$ cat config.mk
export PLATFORM = sky130hd
export DESIGN_NAME = user_locked_reg_bank
export DESIGN_NICKNAME = d
export VERILOG_FILES = /design/src/rtl/user_locked_reg_bank.sv
export SDC_FILE = /design/constraint.sdc
export NUM_CORES = 1
export LEC_CHECK = 0
export ABC_CLOCK_PERIOD_IN_PS = 2900
export CAP_MARGIN = 20
export CORE_UTILIZATION = 49
export DETAILED_ROUTE_END_ITERATION = 7
export MAX_ROUTING_LAYER = met4
export PLACE_DENSITY = 0.8
export SETUP_SLACK_MARGIN = 0.02
export SLEW_MARGIN = 0
export SYNTH_ARGS = -nofsm -noshare
export SYNTH_HDL_FRONTEND = slang
export SYNTH_SLANG_ARGS = --single-unit
$ cat constraint.sdc
create_clock -name clk -period 2.9 [get_ports clk]
set_input_delay 0.87 -clock clk [delete_from_list [all_inputs] [get_ports clk]]
set_output_delay 0.87 -clock clk [all_outputs]
set_load 0.1 [all_outputs]
$ cat src/rtl/user_locked_reg_bank.sv
// -----------------------------------------------------------------------------
// user_locked_reg_bank
//
// Purpose:
//   A small bank of NUM_REGS registers. Each register has an owner. A user
//   CLAIMs a FREE register, and the owner can then WRITE, READ and RELEASE it.
//   The ADMIN_ID user may access any register at any time. A request that is
//   not allowed is denied. Each denial pulses viol_irq and increments a
//   saturating violation counter.
//
// Configuration:
//   ULR_LOCKOUT_EN - when defined, a sticky lockout flag sets once the
//                    violation counter reaches 15. While it is set, every
//                    request from a non-admin user is denied. When the macro
//                    is undefined, lockout is tied to 0.
//
// Ports:
//   clk         in   clock, rising edge
//   rst_n       in   synchronous active-low reset
//   req_valid   in   request strobe (one request per cycle, no backpressure)
//   req_op      in   00 READ, 01 WRITE, 10 CLAIM, 11 RELEASE
//   req_addr    in   register index
//   req_id      in   requesting user
//   req_wdata   in   write data
//   rsp_valid   out  response strobe, one cycle after each request
//   rsp_ok      out  request granted
//   rsp_rdata   out  read data (zero unless a granted READ)
//   lock_status out  bit i set while register i is owned
//   viol_cnt    out  saturating denied-request count
//   viol_irq    out  one-cycle pulse with each denied response
//   lockout     out  global lockout flag
// -----------------------------------------------------------------------------
module user_locked_reg_bank #(
  parameter int DATA_W   = 8,
  parameter int NUM_REGS = 4,
  parameter int ID_W     = 2,
  parameter int ADMIN_ID = 2,
  parameter int ADDR_W   = 2
) (
  input  logic                clk,
  input  logic                rst_n,
  input  logic                req_valid,
  input  logic [1:0]          req_op,
  input  logic [ADDR_W-1:0]   req_addr,
  input  logic [ID_W-1:0]     req_id,
  input  logic [DATA_W-1:0]   req_wdata,
  output logic                rsp_valid,
  output logic                rsp_ok,
  output logic [DATA_W-1:0]   rsp_rdata,
  output logic [NUM_REGS-1:0] lock_status,
  output logic [7:0]          viol_cnt,
  output logic                viol_irq,
  output logic                lockout
);

  localparam logic [1:0]      OP_READ    = 2'b00;
  localparam logic [1:0]      OP_WRITE   = 2'b01;
  localparam logic [1:0]      OP_CLAIM   = 2'b10;
  localparam logic [1:0]      OP_RELEASE = 2'b11;
  localparam logic [ID_W-1:0] ADMIN_ID_L = ID_W'(ADMIN_ID);

  // Per-register state
  logic [DATA_W-1:0]   data_q  [NUM_REGS];
  logic [DATA_W-1:0]   data_d  [NUM_REGS];
  logic [ID_W-1:0]     owner_q [NUM_REGS];
  logic [ID_W-1:0]     owner_d [NUM_REGS];
  logic [NUM_REGS-1:0] owned_q;
  logic [NUM_REGS-1:0] owned_d;

  // Response and violation state
  logic              rsp_valid_q, rsp_valid_d;
  logic              rsp_ok_q,    rsp_ok_d;
  logic [DATA_W-1:0] rsp_rdata_q, rsp_rdata_d;
  logic              viol_irq_q,  viol_irq_d;
  logic [7:0]        viol_cnt_q,  viol_cnt_d;
  logic              lockout_q;

  // Decode helpers
  logic [NUM_REGS-1:0] hit_s;
  logic [DATA_W-1:0]   sel_data_s;
  logic [ID_W-1:0]     sel_owner_s;
  logic                sel_owned_s;
  logic                addr_ok_s;
  logic                is_admin_s;
  logic                auth_s;
  logic                grant_s;
  logic                deny_s;

  // Address decode. An index at or beyond NUM_REGS hits no register, so
  // out-of-range requests cannot change state and are denied.
  always_comb begin
    hit_s       = '0;
    sel_data_s  = '0;
    sel_owner_s = '0;
    sel_owned_s = 1'b0;
    for (int i = 0; i < NUM_REGS; i++) begin
      hit_s[i]    = (req_addr == ADDR_W'(i));
      sel_data_s  = sel_data_s  | (data_q[i]  & {DATA_W{hit_s[i]}});
      sel_owner_s = sel_owner_s | (owner_q[i] & {ID_W{hit_s[i]}});
      sel_owned_s = sel_owned_s | (owned_q[i] & hit_s[i]);
    end
  end

  assign addr_ok_s  = |hit_s;
  assign is_admin_s = (req_id == ADMIN_ID_L);
  // While lockout is set, ownership no longer authorises a non-admin user.
  assign auth_s     = is_admin_s |
                      (sel_owned_s & (sel_owner_s == req_id) & ~lockout_q);

  // Grant decision and next-state computation for the bank and the response.
  always_comb begin
    grant_s     = 1'b0;
    rsp_rdata_d = '0;
    if (req_valid && addr_ok_s) begin
      case (req_op)
        OP_READ: begin
          grant_s     = auth_s;
          rsp_rdata_d = auth_s ? sel_data_s : '0;
        end
        OP_WRITE:   grant_s = auth_s;
        // CLAIM succeeds only on a FREE register. Re-claiming an owned
        // register is denied, even for its own owner or for the admin.
        OP_CLAIM:   grant_s = ~sel_owned_s & (is_admin_s | ~lockout_q);
        OP_RELEASE: grant_s = auth_s;
        default:    grant_s = 1'b0;
      endcase
    end else begin
      grant_s = 1'b0;
    end

    deny_s = req_valid & ~grant_s;

    for (int i = 0; i < NUM_REGS; i++) begin
      data_d[i]  = (hit_s[i] && grant_s && req_op == OP_WRITE) ? req_wdata : data_q[i];
      owner_d[i] = (hit_s[i] && grant_s && req_op == OP_CLAIM) ? req_id    : owner_q[i];
      if (hit_s[i] && grant_s && req_op == OP_CLAIM) begin
        owned_d[i] = 1'b1;
      end else if (hit_s[i] && grant_s && req_op == OP_RELEASE) begin
        owned_d[i] = 1'b0;
      end else begin
        owned_d[i] = owned_q[i];
      end
    end

    rsp_valid_d = req_valid;
    rsp_ok_d    = grant_s;
    viol_irq_d  = deny_s;
    viol_cnt_d  = (deny_s && viol_cnt_q != 8'hFF) ? viol_cnt_q + 8'd1 : viol_cnt_q;
  end

  // Bank and response registers, synchronous active-low reset.
  always_ff @(posedge clk) begin
    if (!rst_n) begin
      for (int i = 0; i < NUM_REGS; i++) begin
        data_q[i]  <= '0;
        owner_q[i] <= '0;
      end
      owned_q     <= '0;
      rsp_valid_q <= 1'b0;
      rsp_ok_q    <= 1'b0;
      rsp_rdata_q <= '0;
      viol_irq_q  <= 1'b0;
      viol_cnt_q  <= 8'd0;
    end else begin
      for (int i = 0; i < NUM_REGS; i++) begin
        data_q[i]  <= data_d[i];
        owner_q[i] <= owner_d[i];
      end
      owned_q     <= owned_d;
      rsp_valid_q <= rsp_valid_d;
      rsp_ok_q    <= rsp_ok_d;
      rsp_rdata_q <= rsp_rdata_d;
      viol_irq_q  <= viol_irq_d;
      viol_cnt_q  <= viol_cnt_d;
    end
  end

`ifdef ULR_LOCKOUT_EN
  logic lockout_d;
  // The flag sets on the same edge at which the counter reaches 15.
  assign lockout_d = lockout_q | (viol_cnt_d >= 8'd15);

  // Sticky lockout flag, cleared only by reset.
  always_ff @(posedge clk) begin
    if (!rst_n) begin
      lockout_q <= 1'b0;
    end else begin
      lockout_q <= lockout_d;
    end
  end
`else
  assign lockout_q = 1'b0;
`endif

  assign rsp_valid   = rsp_valid_q;
  assign rsp_ok      = rsp_ok_q;
  assign rsp_rdata   = rsp_rdata_q;
  assign viol_irq    = viol_irq_q;
  assign viol_cnt    = viol_cnt_q;
  assign lock_status = owned_q;
  assign lockout     = lockout_q;

endmodule

==> results of run 1 <==
## power groups by stage
| stage | Combinational, mW | Clock, mW | Sequential, mW |
|---|---|---|---|
| floorplan | 0.0815 | 0 | 0.936 |
| global placement | 0.186 | 0 | 0.900 |
| detailed placement | 0.188 | 0 | 0.900 |
| CTS | 0.190 | 1.03 | 0.880 |
| global route | 0.203 | 1.07 | 0.881 |
| finish | 0.191 | 1.02 | 0.881 |
## logic make-up after synthesis
| kind of cell | after synthesis | synth area share (%) |
|---|---|---|
| buffers and inverters | 20 | 3.301 |
| AO/OA/AOI/OAI | 21 | 5.326 |
| other | 1 | 0.1319 |
| adder cells (fa/ha/maj) | 1 | 0.4401 |
| AND/OR/NAND/NOR | 120 | 20.82 |
| XOR/XNOR | 1 | 0.3082 |
| multiplexers | 58 | 25.31 |
| flip-flops | 63 | 44.37 |
## routing by layer
| layer | vias to the layer above | global-route usage [%] | part of all wire (%) |
|---|---|---|---|
| met5 | - | - | 0 |
| met4 | 0 | 10.37 | 2.2 |
| met3 | 14 | 4.419 | 4.7 |
| met2 | 65 | 36.75 | 47 |
| met1 | 1102 | 28.74 | 47 |
| li1 | 1127 | - | - |
## placed cells by master (no fill, tap or decap), drive strengths merged, types with 3 or more instances in the layout
cell            n
a21oi           6
a31oi           3
and2            5
and3            3
buf            56
bufinv          4
clkbuf         10
clkdlybuf4s50  14
dfxtp          63
inv             3
mux2i          46
mux4           11
nand2          55
nand2b          8
nand3           6
nand4           3
nor2           15
nor2b          10
nor3            3
o21ai           3
## worst paths after layout
| check | startpoint | end | slack (ns) | depth (start not counted) |
|---|---|---|---|---|
| min | data_q[2][3]$_SDFFE_PN0P_ | data_q[2][3]$_SDFFE_PN0P_ | 0.46 | 2 |
| max reg2reg | owner_q[3][1]$_SDFFE_PN0P_ | data_q[3][1]$_SDFFE_PN0P_ | 0.76 | 7 |
| min reg2reg | data_q[2][3]$_SDFFE_PN0P_ | data_q[2][3]$_SDFFE_PN0P_ | 0.46 | 2 |
| max | req_addr[1] | data_q[3][1]$_SDFFE_PN0P_ | 0.1 | 8 |
## state kept, by name, summed over array words and instances, names as in the netlist
register / cells
rsp_valid: 1
rsp_rdata: 8
owner_q: 8
viol_irq: 1
viol_cnt: 8
data_q: 32
rsp_ok: 1
lock_status: 4
## critical path, stage by stage
cell and delay, ns:
sky130_fd_sc_hd__clkdlybuf4s50_1 0.58, sky130_fd_sc_hd__mux4_2 0.35, sky130_fd_sc_hd__nor2b_2 0.13, sky130_fd_sc_hd__o41ai_2 0.09, sky130_fd_sc_hd__and3_4 0.19, sky130_fd_sc_hd__or4_1 0.50
sky130_fd_sc_hd__buf_4 0.20, sky130_fd_sc_hd__mux2i_1 0.13
## area by class of cell
type                    count  area [um2]  share of cell area, %
multi-input cells         202        1504                  40.53
well taps                  72       90.09                  2.428
inverters                   3       11.26                 0.3034
flip-flops and latches     63        1261                  33.99
clock inverters             7       145.1                  3.911
repair buffers             71       575.6                  15.51
clock buffers               9       123.9                  3.338
## through the flow
step                      hold WS [ns]  area (um2)  TNS [ns]  total power [mW]
after floorplan                 0.4353        2843         0             1.018
after global placement          0.4417        3431    -16.65             1.086
after detailed placement        0.4544        3431    -19.49             1.089
after CTS                       0.4651        3710         0             2.099
after global routing            0.4839        3711         0             2.155
final                           0.4617        3711         0             2.089
## what timing repair did
action,in CTS,in global routing
resized for setup,3,3
gates cloned,0,0
pin swaps,1,2
endpoints found under the setup margin,43,3
==> impl_results.rst, run 1 <==
.. list-table::
   :header-rows: 1

   * - Metric
     - Value
   * - Fraction of power consumed by the clock network
     - 48.7%
   * - Setup violations, final
     - 0
   * - Clock sink total
     - 63
   * - Arrival time at the worst endpoint
     - 3.04 ns
   * - Clock Pin Slew Worst Setup and Hold Paths
     - 0.07 ns
   * - Clock tree root buffer cell
     - sky130_fd_sc_hd__clkbuf_8
   * - Area of the core
     - 5540 um2
   * - Critical Path Source Type
     - input pin
   * - Final antenna-violating net count
     - 0
   * - Number of warnings reported in the yosys synthesis log
     - 0
   * - Post-Synthesis Cells
     - 285
   * - Final Cycle Share
     - 96.64%
   * - Final hold violation count
     - 0
   * - Post-synthesis to final-layout area growth
     - 30.55%
   * - Class of the most critical hold timing path
     - reg -> reg
   * - Gr usage total
     - 23.17%
   * - Number of antenna repair diodes
     - 0
   * - Share of total power in combinational logic
     - 9.1%
   * - Areal power density over the cells
     - 562.9 nW/um2
   * - Pins over their slew limit
     - 0
   * - Final critical path time including I/O delays and setup
     - 2.803 ns
   * - RD Place Congestion
     - 0.8948
   * - Sequential share of power
     - 42.2%
   * - Setup repair after global routing missed its margin
     - no
   * - CTS tree
     - done
   * - Initial antenna violation count
     - 0
   * - Number of violations of the max-capacitance limit
     - 0
   * - Synth area leaders
     - sky130_fd_sc_hd__dfxtp_1 44%, sky130_fd_sc_hd__mux2i_1 16%, sky130_fd_sc_hd__mux4_2 8.7%
   * - Global-route wire length before repair
     - 10600 um
   * - Number of buffers inserted during clock tree synthesis
     - 9
   * - Average via count per standard cell
     - 5.405
   * - Post-synthesis cell type with the largest combined area
     - sky130_fd_sc_hd__dfxtp_1
   * - Total die area
     - 6110 um2
   * - H-tree depth reported by CTS
     - 3
   * - Status
     - finished, final reports clean
   * - Top cells by count, synth
     - 63 x sky130_fd_sc_hd__dfxtp_1, 55 x sky130_fd_sc_hd__nand2_1, 46 x sky130_fd_sc_hd__mux2i_1
   * - Most used DFF post-synth
     - sky130_fd_sc_hd__dfxtp_1
   * - Final core utilization
     - 66.98%
   * - Number of distinct library cells after synthesis
     - 44
   * - Layout net count
     - 368
   * - Filler Cell Count
     - 444
   * - Switching Power
     - 0.4819 mW
   * - Starting Density
     - 51.31%
   * - Number of rows created at floorplan
     - 27
   * - Vias after detailed routing
     - 2308
   * - Pin count of the biggest net entering global routing
     - 43
   * - Biggest fanout along the worst timing path
     - 8
   * - Buffers from clock root to sink, at most
     - 2
   * - Number of iterations in the first detailed-routing pass
     - 4
   * - Overall die width
     - 78.17 um
   * - Fmax achieved
     - 356.8 MHz
   * - Placed Cells
     - 411
   * - Maximum VDD drop
     - 291.6 uV
   * - Endpoint kind of the worst setup timing path
     - register
   * - Most numerous cell in the Yosys netlist
     - sky130_fd_sc_hd__dfxtp_1
   * - Setup slack of the critical path after layout
     - 0.09730 ns
   * - Share of total power consumed by net switching
     - 23.07%
   * - Iter 0 DRT Violations
     - 140
   * - Boundary Pins
     - 41
   * - Internal power consumption
     - 1.607 mW
   * - Number of global-route vias before repair
     - 2230
   * - Clock Skews
     - 0.009438 ns
   * - Clk_lat worst skew
     - 0.35 ns
   * - DRT Wirelength
     - 6272 um
   * - Total of buffers placed on input and output ports
     - 39
   * - Post-synthesis net count
     - 303
   * - Congestion Overflow GR
     - 0
   * - Number of flip-flops and latches in the synthesized netlist
     - 63
   * - Post-DP HPWL
     - 4361 um
   * - Number of cells in the finished layout apart from fillers
     - 427
   * - Share of post-route cells with drive strength above 1
     - 25.92%
   * - Drt wl/cell
     - 14.69 um
   * - Avg Cell Area, Syn
     - 9.974 um2
   * - Static leakage power
     - 1.676 nW
   * - Sequential fraction of the synthesis area
     - 44.37%
   * - Hold bufs inserted after CTS
     - 0
   * - Async set-or-reset flop fraction in the synthesized netlist
     - 0%
   * - Syn Std Cell Area
     - 2843 um2
   * - Critical path start-end classification
     - in -> reg
   * - Worst setup slack after placement
     - -0.4891 ns
   * - Die extent in y
     - 78.17 um
   * - Proportion of netlist area held by the largest area contributor
     - 44.37%
   * - Post-CTS setup-driven buffer insertion count
     - 0
   * - Number of enable flip-flop cells after synthesis
     - 0
   * - Post-route DRC
     - 0
   * - Required time of the critical path
     - 3.13 ns
Note: power is estimated with default switching activity, not from simulation.
==> run 2, diff against run 1 <==
CTS_CLUSTER_SIZE = 14   (was default)
==> results of run 2 <==
Same layout as run 1: the final DEF is identical, and so are final timing and power.
